===== config.mk =====
export PLATFORM = sky130hd
export DESIGN_NAME = hardcloud_top_example_ap_ctrl
export DESIGN_NICKNAME = d
export VERILOG_FILES = /design/src/rtl/hardcloud_top_example_ap_ctrl.sv
export SDC_FILE = /design/constraint.sdc
export NUM_CORES = 1
export LEC_CHECK = 0
export ABC_AREA = 0
export CORE_ASPECT_RATIO = 1.5
export CORE_UTILIZATION = 46
export DETAILED_ROUTE_END_ITERATION = 12
export PLACE_DENSITY_LB_ADDON = 0.12
export RECOVER_POWER = 100
export SLEW_MARGIN = 20
export SYNTH_ARGS = -nofsm -noshare
export SYNTH_HDL_FRONTEND = slang
export SYNTH_SLANG_ARGS = --single-unit

===== constraint.sdc =====
create_clock -name ap_clk -period 3.3 [get_ports ap_clk]
set_input_delay 0.33 -clock ap_clk [delete_from_list [all_inputs] [get_ports ap_clk]]
set_output_delay 0.33 -clock ap_clk [all_outputs]
set_load 0.02 [all_outputs]

===== src/rtl/hardcloud_top_example_ap_ctrl.sv =====
// Kernel control sequencer for the vadd datapath.
// Speaks ap_ctrl_hs towards the host control registers, snapshots the run
// arguments, pulses core_start once, waits for core_done (or the watchdog)
// and reports ap_done plus run statistics.
// Ports:
//   ap_clk, ap_rst_n            clock, async active-low reset
//   ap_start/ap_ready/ap_idle/ap_done   host handshake
//   cfg_*                       run arguments from control registers
//   core_start, core_*          start pulse and argument snapshot to datapath
//   core_done                   completion pulse from write master
//   stat_cycles/timeout/err     busy cycle count, watchdog abort, stray done
module hardcloud_top_example_ap_ctrl #(
    parameter int unsigned C_ADDR_WIDTH      = 64,
    parameter int unsigned C_XFER_SIZE_WIDTH = 32,
    parameter int unsigned C_CONST_WIDTH     = 32,
    parameter int unsigned C_CNT_WIDTH       = 32,
    parameter int unsigned C_TIMEOUT_CYCLES  = 0
) (
    input  logic                         ap_clk,
    input  logic                         ap_rst_n,
    input  logic                         ap_start,
    output logic                         ap_ready,
    output logic                         ap_idle,
    output logic                         ap_done,
    input  logic [C_ADDR_WIDTH-1:0]      cfg_addr_offset,
    input  logic [C_XFER_SIZE_WIDTH-1:0] cfg_xfer_size,
    input  logic [C_CONST_WIDTH-1:0]     cfg_constant,
    output logic                         core_start,
    output logic [C_ADDR_WIDTH-1:0]      core_addr_offset,
    output logic [C_XFER_SIZE_WIDTH-1:0] core_xfer_size,
    output logic [C_CONST_WIDTH-1:0]     core_constant,
    input  logic                         core_done,
    output logic [C_CNT_WIDTH-1:0]       stat_cycles,
    output logic                         stat_timeout,
    output logic                         stat_err
);

    localparam logic [C_CNT_WIDTH-1:0] TIMEOUT_LIMIT = C_CNT_WIDTH'(C_TIMEOUT_CYCLES);
    localparam bit                     TIMEOUT_EN    = (C_TIMEOUT_CYCLES != 0);

    typedef enum logic [1:0] {
        S_IDLE  = 2'd0,
        S_START = 2'd1,
        S_BUSY  = 2'd2,
        S_DONE  = 2'd3
    } state_t;

    state_t                       state_q, state_d;
    logic                         ap_ready_d, ap_idle_d, ap_done_d, core_start_d;
    logic [C_ADDR_WIDTH-1:0]      addr_d;
    logic [C_XFER_SIZE_WIDTH-1:0] size_d;
    logic [C_CONST_WIDTH-1:0]     const_d;
    logic [C_CNT_WIDTH-1:0]       cycles_d, cnt_inc;
    logic                         timeout_d, err_d;

    // Next-state and next-output logic; every output is registered below.
    always_comb begin
        state_d      = state_q;
        ap_ready_d   = 1'b0;
        core_start_d = 1'b0;
        addr_d       = core_addr_offset;
        size_d       = core_xfer_size;
        const_d      = core_constant;
        cycles_d     = stat_cycles;
        timeout_d    = stat_timeout;
        err_d        = stat_err;
        cnt_inc      = (stat_cycles == {C_CNT_WIDTH{1'b1}}) ? stat_cycles
                                                            : stat_cycles + C_CNT_WIDTH'(1);

        case (state_q)
            S_IDLE: begin
                if (ap_start) begin
                    addr_d       = cfg_addr_offset;
                    size_d       = cfg_xfer_size;
                    const_d      = cfg_constant;
                    cycles_d     = '0;
                    timeout_d    = 1'b0;
                    err_d        = 1'b0;
                    ap_ready_d   = 1'b1;
                    core_start_d = (cfg_xfer_size != '0);
                    state_d      = S_START;
                end
            end
            // Zero-size runs spend this cycle without core_start and finish directly.
            S_START: state_d = (core_xfer_size == '0) ? S_DONE : S_BUSY;
            S_BUSY: begin
                cycles_d = cnt_inc;
                if (core_done) begin
                    state_d = S_DONE;
                end else if (TIMEOUT_EN && (cnt_inc == TIMEOUT_LIMIT)) begin
                    timeout_d = 1'b1;
                    state_d   = S_DONE;
                end
            end
            S_DONE:  state_d = S_IDLE;
            default: state_d = S_IDLE;
        endcase

        // A completion pulse outside a run is a protocol error.
        if (core_done && (state_q != S_BUSY)) begin
            err_d = 1'b1;
        end

        ap_done_d = (state_d == S_DONE);
        ap_idle_d = (state_d == S_IDLE);
    end

    // State and output registers.
    always_ff @(posedge ap_clk or negedge ap_rst_n) begin
        if (!ap_rst_n) begin
            state_q          <= S_IDLE;
            ap_ready         <= 1'b0;
            ap_idle          <= 1'b1;
            ap_done          <= 1'b0;
            core_start       <= 1'b0;
            core_addr_offset <= '0;
            core_xfer_size   <= '0;
            core_constant    <= '0;
            stat_cycles      <= '0;
            stat_timeout     <= 1'b0;
            stat_err         <= 1'b0;
        end else begin
            state_q          <= state_d;
            ap_ready         <= ap_ready_d;
            ap_idle          <= ap_idle_d;
            ap_done          <= ap_done_d;
            core_start       <= core_start_d;
            core_addr_offset <= addr_d;
            core_xfer_size   <= size_d;
            core_constant    <= const_d;
            stat_cycles      <= cycles_d;
            stat_timeout     <= timeout_d;
            stat_err         <= err_d;
        end
    end

endmodule


## Yosys cells after proc, flatten, opt, wreduce, memory -nomap -nowiden

Index checks and enable logic that the tools add are counted.

| storage, ports and cells | value |
|---|---|
| input bits | 132 |
| logic and storage cells | 44 |
| register bits after elaboration | 167 |
| output and inout port bits | 166 |

| cells by class | value |
|---|---|
| add/subtract/negate cells | 1 |
| mux-type cells | 14 |
| reductions and logical operators | 11 |
| eq/ne operators | 8 |

Operator list:

| operator | number |
|---|---|
| two-way mux 32 bit | 2 |
| one-hot mux 32 bit (2 select lines) | 1 |
| adder 32 x 1 -> 32 bit, second input constant | 1 |
| == test 32 bit, second input constant | 1 |
| zero test 32 bit | 1 |
| nonzero test 32 bit | 1 |
| two-way mux 1 bit | 8 |
| one-hot mux 2 bit (4 select lines) | 1 |
| == test 2 bit, second input constant | 3 |
| != test 2 bit, second input constant | 3 |
| nonzero test 2 bit | 3 |
| zero test 2 bit | 2 |
| two-way mux 2 bit | 2 |
| AND reduction 2 bit | 2 |
| AND reduction 3 bit | 1 |
| == test 2 x 1 -> 1 bit, second input constant | 1 |
| logical AND 1 bit | 1 |

## Longest topological paths before layout

| depth | value |
|---|---|
| depth after elaboration | 4 |
| depth in mapped cells | 9 |
| depth with buffers taken out | 8 |

## Least setup slack after synthesis

No wires, ideal clock.

| path | value |
|---|---|
| path kind | reg-to-reg |
| from | reg stat_cycles[0] |
| to | reg stat_cycles[6] |
| data required time | 3.174 ns |
| period minus slack after synthesis | 2.072 ns |
| arrival time | 1.946 ns |
| buffers on the path | 1 |
| library setup time | 0.126 ns |
| stages on the path, launching flop included | 8 |
| slack | 1.228 ns |
| cells stage by stage | dfrtp_1 > ha_1 > and3_1 > nand4_1 > o31ai_4 > buf_6 > nor4_1 > a311o_1 |

| on the way | value |
|---|---|
| cells in the longest elaborated chain, start to end | 3 |
| elaborated cells on any way between the ends | 6 |
| classes of those cells | add/sub (1); eq/ne (2); mux (2); reduce/logical (1) |

RTL lines:

| element | RTL line | source |
|---|---|---|
| start, declared | 33 | `output logic [C_CNT_WIDTH-1:0] stat_cycles,` |
| start signal, assigned | 131 | `stat_cycles <= cycles_d;` |
| adder 32 x 1 -> 32 bit or == test 32 bit (tied branches) | 68, 67 |  |
| two-way mux 32 bit or != test 2 bit (tied branches) | - |  |
| one-hot mux 32 bit (2 select lines) or AND reduction 3 bit (tied branches) | - |  |

Parallel ways exist; a longest one is shown, timed or not. The select of a mux whose other input is x is not followed.
A chain may end at the register's enable or synchronous reset.

## Worst setup path in the final report

Same ends and word-level chain as after synthesis.

==> run metrics <==
outcome finished, violations left; failing checks max-capacitance violations, max-slew violations; synthesized area per cell 12.9 µm²; slowest stage delay, CP 0.53 ns; largest net degree at the start of global routing 130; number of synthesis warnings 0; placed insts 1023; post-synthesis mux area share 21.2%; H-tree Lvls 4; NumNets Final approximately 1000; area grow syn2layout 52.7%; Port Buffer Count approximately 300; Max IR drop VDD approximately 570 µV; Die W 103 µm; CP max FO 13; main combinational cell family by area after synthesis multiplexers; sequential power share around a third; Logic pwr share between 40% and 50%; first-pass GRT wire length 32.0 mm; worst skew pair latency 0.42 ns; Post-Route WL 20.6 mm; # DRC 0; First-pass DRT Iterations 4; Worst-path clk slew 0.06 ns; Sw Share 37.8%; GRT Util Overall 26.8%; final setup fails 0; Worst Max-Slew Pin Slew 2.14 ns; initial antenna violation count 0; critical path's slowest cell o31ai_4; clock sinks roughly 170; Seq cells post-synth 167; count leader, synth dfrtp_1; Buffers & Inverters on Critical Path 1; vias in the first global route 6083; Post-CTS Setup Bufs 0; Post-Synth XOR/XNOR Area 0%; Synthesized Nets 685; CTS Hold Bufs 1; Post-synth EDFFs 0; clock tree buffer depth 2; Final period util 82.7%; CP Class reg2reg; worst min path class reg2reg; Power Total 10400 µW; Design Area, Final 10800 µm²; setup tns final 0 ns; ys flop type dfrtp_1; layout cell share with drive strength beyond 1 20.1%; synthesized netlist cell count 549; leakage power 0.00458 µW; DRT antenna net count 0; Critical Path RT 3.59 ns; Post-synth top cells dfrtp_1 (166), mux2_2 (129), nand2_1 (41), nand3_1 (28), clkbuf_1 (21); TritonCTS clock tree yes; Compound-Gate Fraction of Synth Area 4.95%; Clk pwr share 19.4%; Synth Cell Area around 7100 µm²; io pins 298; drt first-iter violations 205; Fin. Hold Viols 0; startpoint type of the worst setup path flip-flop; clock skew roughly 0.0096 ns; max cap viols 1; sw power around 4000 µW; Slew Limit Fails 85; Placed Area 10300 µm²; family with the most delay on the worst path compound AO/OA/AOI/OAI gates; gp weighted congestion roughly 0.83; Cell Int Power 6450 µW; # rows 55; Die Area 15900 µm²; Diodes inserted 0; vias per inst 5.45; area of the core 15100 µm²; grt total ovfl 0; post-synth top area cell dfrtp_1; arrival time worst endpoint between 3 and 4 ns; Cell Count, Final, Fillers Out 1056; Initial Util around 47%; number of CTS-inserted buffers 17; Synth area leaders dfrtp_1 (58%), mux2_2 (20%), nand2_1 (2.2%); root buf cell clkbuf_16; vias post-DR between 5000 and 6000; post-cts sizing count 0; Die Ht 154 µm; Tmin final 2.73 ns; cell breakdown of the critical path ha_1, and3_1, nand4_1, o31ai_4, clkbuf_1, nor4_1, a311o_1; share of the synthesized area in the top cell type 58.5%; share of synthesized registers carrying an async set or reset 100%; Synth Area in Simple Gates between 10% and 20%; pwr dens about 960 nW/µm²; unrepaired setup endpoints after global routing false; fin util 72.0%; WL/cell 19.5 µm; DP HPWL about 15 mm; Adder-Cell Fraction of Synth Area 0.705%; critical path capture point type flip-flop; Worst slew margin -42.9%; Unique masters post-synth 49; Fmax between 300 and 400 MHz; post-synthesis sequential area ratio 58.9%
-- per-stage QoR --
stage / setup WS [ns] / hold WS [ns]
2_1_floorplan: 1.23 / 0.0344
3_3_place_gp: 0.883 / 0.426
3_5_place_dp: 0.795 / 0.439
4_1_cts: 0.777 / 0.499
5_1_grt: 0.306 / 0.507
6_report: 0.571 / 0.496
-- area by class of cell --
type                       instances  area (µm²)
tap                              199         249
clock inverter                    12         150
sequential                       167        4180
timing repair buffer             305        3030
fill                            1083        4230
multi-input combinational        347        2760
clock buffer                      20         447
inverter                           6        23.8
-- power groups by stage --
stage	clock [µW]	combinational [µW]	sequential (µW)
2_1_floorplan	0	1520	4670
3_3_place_gp	0	5060	3580
3_5_place_dp	0	5140	3650
4_1_cts	2060	5170	3630
5_1_grt	2130	5060	3720
6_report	2010	4790	3580
-- sequential cells by signal, summed over array words and instances (netlist names), 2 cells and up --
register / cells
core_xfer_size: 32
core_constant: 32
core_addr_offset: 64
stat_cycles: 32
state_q: 2
-- layer usage --
layer	up-vias	GRT usage [%]	wire (µm)
li1	2622	-	-
met1	2842	29.1	7310
met2	254	46.7	11100
met3	38	9.04	1570
met4	0	11.3	601
met5	-	0	0
-- logic make-up after synthesis --
group,count (synthesis)
compound gates,50
mux,134
simple gates,158
buf+inv,35
other cells,1
flops,167
fa+ha+maj,4
-- cells in the final DEF (no fill, tap or decap), types with 4 or more instances in the layout --
master and instances:
inv_1 5, dlygate4sd3_1 167, a22o_1 4, clkdlybuf4s50_1 129
nor3_1 7, and3_1 6, dfrtp_1 166, mux2_2 129
o21ai_0 19, clkbuf_16 17, nor2_1 13, ha_1 4
clkinv_2 4, buf_4 4, o31ai_1 5, nand4_1 14
nand2_1 41, or4_1 6, and4_1 7, nand3_1 28
and2_1 6, mux2i_1 5, nor4_1 17
-- path summary, 6_finish.rpt --
kind / slack (ns) / startpoint / end / cells past startpoint
max: 0.57 / stat_cycles[0] / stat_cycles[6] / 7
min: 0.50 / core_addr_offset[56] / core_addr_offset[56] / 1
max reg2reg: 0.57 / stat_cycles[0] / stat_cycles[6] / 7
min reg2reg: 0.50 / core_addr_offset[56] / core_addr_offset[56] / 1
max in group asynchronous: 0.78 / ap_rst_n / core_xfer_size[17] / 3
min in group asynchronous: 1.04 / ap_rst_n / stat_cycles[18] / 2
(Power assumes the default switching activity.)
